$ cat src/rtl/conv_arbiter.sv
// rtl/conv_arbiter.sv - two-requester round-robin arbiter in front of a shared fixed/float converter
// One conversion in flight: grant, hold operands for the converter latency, then return the result to its owner.
module conv_arbiter #(
  parameter int unsigned CONV_LAT = 1
) (
  input  logic        clk,
  input  logic        rst,
  input  logic        req0_valid,
  input  logic        req1_valid,
  output logic        req0_ready,
  output logic        req1_ready,
  input  logic [31:0] req0_target,
  input  logic [31:0] req1_target,
  input  logic [4:0]  req0_pos,
  input  logic [4:0]  req1_pos,
  input  logic        req0_op,
  input  logic        req1_op,
  output logic        rsp0_valid,
  output logic        rsp1_valid,
  input  logic        rsp0_ready,
  input  logic        rsp1_ready,
  output logic [31:0] rsp_data,
  output logic [31:0] cv_target,
  output logic [4:0]  cv_pos,
  output logic        cv_op,
  input  logic [31:0] cv_result,
  output logic        busy,
  output logic [15:0] done_cnt
);

  typedef enum logic [1:0] {
    IDLE = 2'd0,
    WAIT = 2'd1,
    RESP = 2'd2
  } state_t;

  localparam logic [3:0] LAT_LOAD = 4'(CONV_LAT);

  state_t      state_q, state_d;
  logic        last_q, last_d;
  logic        owner_q, owner_d;
  logic [3:0]  cnt_q, cnt_d;
  logic [31:0] cv_target_q, cv_target_d;
  logic [4:0]  cv_pos_q, cv_pos_d;
  logic        cv_op_q, cv_op_d;
  logic [31:0] rsp_data_q, rsp_data_d;
  logic [15:0] done_cnt_q, done_cnt_d;
  logic        gnt0, gnt1;
  logic        rsp_hs;

  // last_q names the requester granted most recently; on a tie the other one wins.
  always_comb begin
    gnt0 = 1'b0;
    gnt1 = 1'b0;
    if (state_q == IDLE && rst) begin
      if (req0_valid && req1_valid) begin
        gnt0 = last_q;
        gnt1 = !last_q;
      end else begin
        gnt0 = req0_valid;
        gnt1 = req1_valid;
      end
    end
  end

  assign rsp_hs = (state_q == RESP) && (owner_q ? rsp1_ready : rsp0_ready);

  always_comb begin
    state_d     = state_q;
    last_d      = last_q;
    owner_d     = owner_q;
    cnt_d       = cnt_q;
    cv_target_d = cv_target_q;
    cv_pos_d    = cv_pos_q;
    cv_op_d     = cv_op_q;
    rsp_data_d  = rsp_data_q;
    done_cnt_d  = done_cnt_q;
    case (state_q)
      IDLE: begin
        if (gnt0 || gnt1) begin
          cv_target_d = gnt1 ? req1_target : req0_target;
          cv_pos_d    = gnt1 ? req1_pos    : req0_pos;
          cv_op_d     = gnt1 ? req1_op     : req0_op;
          owner_d     = gnt1;
          last_d      = gnt1;
          cnt_d       = LAT_LOAD;
          state_d     = WAIT;
        end
      end
      // Counts LAT_LOAD..0, so WAIT spans CONV_LAT+1 cycles and samples on the last one.
      WAIT: begin
        if (cnt_q == 4'd0) begin
          rsp_data_d = cv_result;
          state_d    = RESP;
        end else begin
          cnt_d = cnt_q - 4'd1;
        end
      end
      RESP: begin
        if (rsp_hs) begin
          done_cnt_d = done_cnt_q + 16'd1;
          state_d    = IDLE;
        end
      end
      default: state_d = IDLE;
    endcase
  end

  always_ff @(posedge clk or negedge rst) begin
    if (!rst) begin
      state_q     <= IDLE;
      last_q      <= 1'b1;
      owner_q     <= 1'b0;
      cnt_q       <= 4'd0;
      cv_target_q <= 32'd0;
      cv_pos_q    <= 5'd0;
      cv_op_q     <= 1'b0;
      rsp_data_q  <= 32'd0;
      done_cnt_q  <= 16'd0;
    end else begin
      state_q     <= state_d;
      last_q      <= last_d;
      owner_q     <= owner_d;
      cnt_q       <= cnt_d;
      cv_target_q <= cv_target_d;
      cv_pos_q    <= cv_pos_d;
      cv_op_q     <= cv_op_d;
      rsp_data_q  <= rsp_data_d;
      done_cnt_q  <= done_cnt_d;
    end
  end

  assign req0_ready = gnt0;
  assign req1_ready = gnt1;
  assign rsp0_valid = (state_q == RESP) && !owner_q;
  assign rsp1_valid = (state_q == RESP) && owner_q;
  assign rsp_data   = rsp_data_q;
  assign cv_target  = cv_target_q;
  assign cv_pos     = cv_pos_q;
  assign cv_op      = cv_op_q;
  assign busy       = (state_q != IDLE);
  assign done_cnt   = done_cnt_q;

endmodule

$ cat config.mk
export PLATFORM = sky130hd
export DESIGN_NAME = conv_arbiter
export DESIGN_NICKNAME = d
export VERILOG_FILES = /design/src/rtl/conv_arbiter.sv
export SDC_FILE = /design/constraint.sdc
export NUM_CORES = 1
export LEC_CHECK = 0
export ABC_AREA = 1
export BUFFER_PORTS_ARGS = -buffer_cell sky130_fd_sc_hd__buf_2
export CAP_MARGIN = 5
export CORE_MARGIN = 2
export CORE_UTILIZATION = 33
export DETAILED_ROUTE_END_ITERATION = 7
export HOLD_SLACK_MARGIN = 0.15
export PLACE_DENSITY = 0.71
export SLEW_MARGIN = 20
export SYNTH_ARGS = -nofsm -noshare
export SYNTH_HDL_FRONTEND = slang
export SYNTH_SLANG_ARGS = --single-unit
$ cat constraint.sdc
create_clock -name clk -period 1.2 [get_ports clk]
set_input_delay 0.24 -clock clk [delete_from_list [all_inputs] [get_ports clk]]
set_output_delay 0.24 -clock clk [all_outputs]
set_load 0.05 [all_outputs]
==> flow_metrics.tcl, run 1 <==
set metrics [dict create \
    status "complete, but fails checks" \
    violations "setup timing" \
    cts_htree_levels 3 \
    critPathLaunchType "flop" \
    slew_viol_final 0 \
    pre_cts_ws_ns -0.272 \
    rsz0062_at_grt "yes" \
    min_path_type "input pin to flop" \
    dr_total_vias 4479 \
    overflow 0 \
    fin_crit_sh_pct 139 \
    fp.dieW_um 120 \
    hold_slack_ns 0.159 \
    yosys_warnings 0 \
    start_util_pct 33.6 \
    required_ns 0.96 \
    synth_nets 596 \
    grtUsageTotal_pct 19.6 \
    layout_min_cycle_time_ns 1.67 \
    crit_family "flip-flops" \
    ant_nets 0 \
    synth_cell_types 32 \
    grt_pass1_wl_mm 21.9 \
    grt_max_degree 84 \
    place_congestion 0.771 \
    synth_top_area_share_pct 52.7 \
    portBuffers 204 \
    max_slew.worst_pin.slew_ns 0.431 \
    slowest_delay_ns 0.40 \
    numCtsBuffers 9 \
    drt_iter0_drc 164 \
    syn_inst 479 \
    multi_input_area_um2 2140 \
    setup_slack_ns -0.473 \
    comb_power_share_pct 62.0 \
    routed_wl_mm 14.4 \
    cap_violations 0 \
    path_cells "inv_2 > nand2_8 > nor2_4 > nand2_2 > a21oi_4 > buf_8" \
    skew_ns 0.00783 \
    layout.area.seq_um2 2370 \
    fmax_ghz 0.598 \
    clkPwrFrac_pct 12.3 \
    dp_hpwl_mm 7.79 \
    p_total_uw 21200 \
    grt_pass1_vias 4460 \
    postLayoutCoreUtil_pct 61.5 \
    setup_viol 99 \
    syn_to_final_growth_pct 83.2 \
    root_buffer "clkbuf_16" \
    cts_sinks 94 \
    synth_seq_cells 94 \
    yosys.area.top_type "dfrtp_1" \
    yosys-top-cells-area "dfrtp_1 (53%), nand2_1 (11%), mux2_2 (7.4%)" \
    pwr-share-seq_pct 25.7 \
    relSlewSlack_pct 71.2 \
    arrival_ns 1.43 \
    yosys-top-cells-count "nand2_1 (131), dfrtp_1 (93), o21ai_0 (63)" \
    drive_above_1_share_pct 58.3 \
    post_drt_via_cell_ratio 4.60 \
    tritoncts "done" \
    synth_edf_count 0 \
    fp.coreArea_um2 13100 \
    fin_nets 911 \
    ys_seq_area_share_pct 53.3 \
    antenna_cells 0 \
    dieArea_um2 14300 \
    clk_latency_ns 0.34 \
    power_per_cell_area_nw_per_um2 2630 \
    clk_path_buf_depth 2 \
    critical_path_class "flop to output port" \
    syn_area_um2 4410 \
    nFillCells 1064 \
    cp_max_fo 3 \
    first_pass_iters 4 \
    ys.flop_type "dfrtp_1" \
    die_h_um 120 \
    power.leakage_uw 0.00411 \
    peakVddDrop_mv 1.71 \
    synthArstFlopShare_pct 100 \
    io_pins 205 \
    drc_errors 0 \
    wl_per_cell_um 14.7 \
    synth.most_common_cell "nand2_1" \
    cp.buffers_inverters 2 \
    rows 42 \
    syn_avg_cell_area_um2 9.21 \
    p_switching_uw 9970 \
    antenna_found_initial 0 \
    crit_slowest_cell "dfrtp_1" \
    p_int_uw 11300 \
    switching_share_pct 46.9 \
    end_kind "output port" \
    clkTransAtPathRegs_ns 0.07 \
    hold_violations 0 \
]
power groups by stage:
stage | Combinational (µW) | Clock [µW] | Sequential, µW
final | 13200 | 2620 | 5450
after global routing | 13900 | 2830 | 5610
after CTS | 12500 | 2700 | 5390
after detailed placement | 10000 | 0 | 5350
after global placement | 9880 | 0 | 5330
after floorplan | 2900 | 0 | 9830
placed cells by master (no fill, tap or decap), types with 4 or more instances in the layout:
cell / n
buf_2: 117
nand2_1: 91
buf_4: 87
dfrtp_1: 79
o21ai_1: 48
inv_1: 46
o21ai_2: 37
buf_6: 34
dlygate4sd3_1: 33
nand2_2: 30
mux2_2: 25
clkbuf_4: 16
buf_16: 14
dfrtp_2: 14
buf_12: 13
nand2_4: 10
inv_2: 9
clkbuf_16: 9
nor2_4: 8
nor2_1: 8
buf_8: 8
nor2_2: 7
mux2_4: 7
nand3_1: 6
nand3b_1: 5
xor2_1: 5
nand3_2: 4
clkbuf_1: 4
metrics by stage:
stage	std cells	setup TNS (ns)	area (µm²)
2_1_floorplan	479	-11.85	4530
6_report	974	-32.04	8090
3_5_place_dp	878	-15.99	5980
5_1_grt	974	-41.04	8090
3_3_place_gp	878	-13.39	5980
4_1_cts	968	-28.21	7800
final cells by class:
| class | count | share of cell area, % |
|---|---|---|
| Clock buffer | 14 | 3.14 |
| Clock inverter | 1 | 0.0929 |
| Inverter | 57 | 2.72 |
| Multi-Input combinational cell | 309 | 26.5 |
| Sequential cell | 94 | 29.3 |
| Tap cell | 176 | 2.72 |
| Timing Repair Buffer | 323 | 35.5 |
per-layer routing:
layer	part of all wire [%]	GRT usage, %	vias to the layer above	wire, µm
met5	0	0	-	0
met1	40	22.4	2103	5740
met4	2.7	8.09	0	387
met2	51	35.0	178	7370
met3	6.0	4.80	30	860
li1	-	-	2168	-
worst reg2reg max path, delay by kind of cell (launching register included):
family | cells | cell delay (ns)
and+or+nand+nor | 2 | 0.25
DFF | 1 | 0.37
muxes | 1 | 0.30
buffers and inverters | 5 | 0.62
worst paths after layout:
path	from	to	slack, ns	cells after the start
min in group asynchronous	rst	done_cnt[5]	0.43	3
max reg2reg	state_q[0]	rsp_data[10]	-0.46	8
max in group asynchronous	rst	done_cnt[13]	0.09	4
min reg2reg	cv_target[22]	cv_target[22]	0.49	2
min	req1_target[14]	cv_target[14]	0.16	3
max	state_q[0]	req0_ready	-0.47	6
kinds of logic (layout without fill, tap and decap cells):
logic type | Yosys count | count (layout) | share of synthesized area, %
compound gates | 90 | 90 | 10.5
xor+xnor | 8 | 8 | 1.59
fa+ha+maj | 3 | 3 | 0.851
buf+inv | 76 | 395 | 8.05
flops | 94 | 94 | 53.3
mux | 32 | 32 | 8.42
simple gates | 176 | 176 | 17.3
sequential cells by signal, indices dropped and copies added, names as in the netlist:
signal     flops
cv_target     32
cv_pos         5
state_q        2
rsp_data      32
cv_op          1
cnt_q          4
last_q         1
owner_q        1
done_cnt      16
timing repair:
action | in CTS | in global routing
endpoints found under the hold margin | 43 | 0
endpoints found under the setup margin | 155 | 168
hold buffers | 33 | 0
gates cloned | 15 | 0
setup buffers | 29 | 11
pin swaps | 15 | 22
gates resized for setup | 245 | 91
Power figures use the tool's default switching activity.
==> run 2: changes to the inputs <==
Settings changed: ABC_AREA 1 to not set, PLACE_DENSITY 0.71 to 0.72.
==> run 2 against run 1 <==
Effect of this change: the run still ends with setup timing left; sequential cell count did not move; sequential power barely moved; register-to-register slack barely moved; clock power rose by 8.0%; die area fell by 6.8%.
==> flow_metrics.tcl, run 2 <==
set metrics [dict create \
    dp_hpwl_mm 8.05 \
    syn_area_um2 4100 \
    setup_tns_ns -33.78 \
    slew_viol_final 0 \
    cp_max_fo 3 \
    clkPwrFrac_pct 13.5 \
    required_ns 0.96 \
    fin_nets 786 \
    grtUsageTotal_pct 19.5 \
    clk_latency_ns 0.34 \
    crit_family "flip-flops" \
    hold_slack_ns 0.175 \
    syn_avg_cell_area_um2 12.2 \
    crit_slowest_cell "dfrtp_1" \
    fin_crit_sh_pct 141 \
    cap_violations 0 \
    start_util_pct 34.0 \
    nFillCells 896 \
    p_switching_uw 9680 \
    hold_violations 0 \
    arrival_ns 1.45 \
    power_per_cell_area_nw_per_um2 2770 \
    die_h_um 116 \
    synth.most_common_cell "dfrtp_1" \
    ant_nets 0 \
    drc_errors 0 \
    cp.buffers_inverters 2 \
    slowest_delay_ns 0.41 \
    relSlewSlack_pct 47.7 \
    yosys.area.top_type "dfrtp_1" \
    dieArea_um2 13300 \
    comb_power_share_pct 60.3 \
    synth_cell_types 31 \
    setup_slack_ns -0.495 \
    antenna_found_initial 0 \
    yosys-top-cells-count "dfrtp_1 (93), nor2_1 (45), mux2i_1 (39)" \
    grt_pass1_vias 4078 \
    max_slew.worst_pin.slew_ns 0.785 \
    clkTransAtPathRegs_ns 0.07 \
    switching_share_pct 46.2 \
    synth_edf_count 0 \
    stdcell_area_um2 7570 \
    grt_pass1_wl_mm 20.1 \
    root_buffer "clkbuf_16" \
    final_common_cell "buf_2" \
    drive_above_1_share_pct 61.1 \
    pwr-share-seq_pct 26.2 \
    wl_per_cell_um 16.1 \
    worstRegToRegCells 6 \
    post_dp_cell_area_um2 5800 \
    worstHoldPathCells 3 \
    cp_num_cells 4 \
    p_int_uw 11300 \
    ys.flop_type "dfrtp_1" \
    cts_htree_levels 3 \
    fmax_ghz 0.590 \
    portBuffers 204 \
    violations "setup timing" \
    ys_seq_area_share_pct 57.4 \
    routed_wl_mm 13.5 \
    synth_seq_cells 94 \
    synth_top_area_share_pct 56.7 \
    antenna_cells 0 \
    path_cells "nor3b_2 > buf_4 > and3_4 > buf_8" \
    setup_viol 109 \
    fp.coreArea_um2 12100 \
    synthArstFlopShare_pct 100 \
    place_congestion 0.771 \
    overflow 0 \
    power.leakage_uw 0.00378 \
    end_kind "output port" \
    clk_path_buf_depth 2 \
    min_path_type "input pin to flop" \
    synth_nets 454 \
    yosys-top-cells-area "dfrtp_1 (57%), mux2i_1 (9.5%), mux2_2 (9.3%)" \
    drt_iter0_drc 118 \
    critPathLaunchType "flop" \
    post_drt_via_cell_ratio 4.65 \
    numCtsBuffers 9 \
    syn_inst 337 \
    layout_common_cells "buf_2 (112), buf_4 (108), dfrtp_1 (80)" \
    tritoncts "done" \
    yosys_warnings 0 \
    layout_min_cycle_time_ns 1.69 \
    dr_total_vias 3918 \
    skew_ns 0.00535 \
    rows 40 \
    status "complete, but fails checks" \
    p_total_uw 20900 \
    peakVddDrop_mv 1.45 \
    cts_sinks 94 \
    grt_max_degree 48 \
    syn_to_final_growth_pct 84.6 \
    first_pass_iters 4 \
    io_pins 205 \
    critical_path_class "flop to output port" \
    rsz0062_at_grt "yes" \
    rrSetupSlack_ns -0.45 \
    fp.dieW_um 116 \
]
run 2: final timing paths:
check / start / end
worst max register to register: state_q[0] / done_cnt[10]
min in group asynchronous: rst / done_cnt[10]
worst min register to register: last_q / last_q
max in group asynchronous: rst / last_q
worst min-delay path: req1_target[23] / cv_target[23]
worst max-delay path: state_q[0] / req0_ready
run 2: tightest hold or removal path, cell delays in order:
cell and delay (ns):
buf_2 0.07, mux2i_1 0.05, a21oi_1 0.11
run 2: kinds of logic after synthesis:
family,count (synthesis),synth area share (%)
DFF,94,57.4
AOI/OAI and AO/OA,42,5.18
xor gates and xnor gates,17,3.63
and+or+nand+nor,86,10.5
adders and majority gates,3,0.915
muxes,74,19.4
buffers and inverters,21,2.99
run 2: final cells by class:
cell class              instances  area [µm²]  area share [%]
clock buffers                  12         267            3.52
clock inverters                 4        30.0           0.396
inverters                       5        22.5           0.297
multi-input cells             222        1860            24.6
flip-flops and latches         94        2370            31.3
well taps                     168         210            2.78
repair buffers                337        2810            37.1
run 2: stage by stage:
step | utilization [%] | setup WS [ns] | instances
after global placement | 48.1 | -0.303 | 747
final | 62.8 | -0.495 | 842
after detailed placement | 48.1 | -0.355 | 747
after floorplan | - | -0.329 | 337
after CTS | 59.8 | -0.510 | 829
after global routing | 62.8 | -0.561 | 842
run 2: repair_timing:
item / in CTS / in global routing
endpoints found under the hold margin: 50 / 0
gates resized for setup: 155 / 68
setup buffers: 29 / 15
cloned: 3 / 2
setup endpoints to repair: 177 / 153
hold buffers: 34 / 0
pin swaps: 20 / 31
run 2: power groups by stage:
| stage | clock network, µW | registers [µW] | logic [µW] |
|---|---|---|---|
| 3_3_place_gp | 0 | 5320 | 9870 |
| 3_5_place_dp | 0 | 5360 | 10100 |
| 6_report | 2830 | 5480 | 12600 |
| 4_1_cts | 2910 | 5390 | 11900 |
| 5_1_grt | 3020 | 5640 | 13200 |
| 2_1_floorplan | 0 | 9730 | 2870 |
run 2: routing by layer:
| metal | vias to the layer above | track usage, % | wire length (µm) | share of wire, % |
|---|---|---|---|---|
| met5 | - | 0 | 0 | 0 |
| li1 | 1830 | - | - | - |
| met1 | 1908 | 21.4 | 5150 | 38 |
| met4 | 0 | 7.71 | 420 | 3.1 |
| met3 | 31 | 3.71 | 635 | 4.7 |
| met2 | 149 | 36.9 | 7310 | 54 |
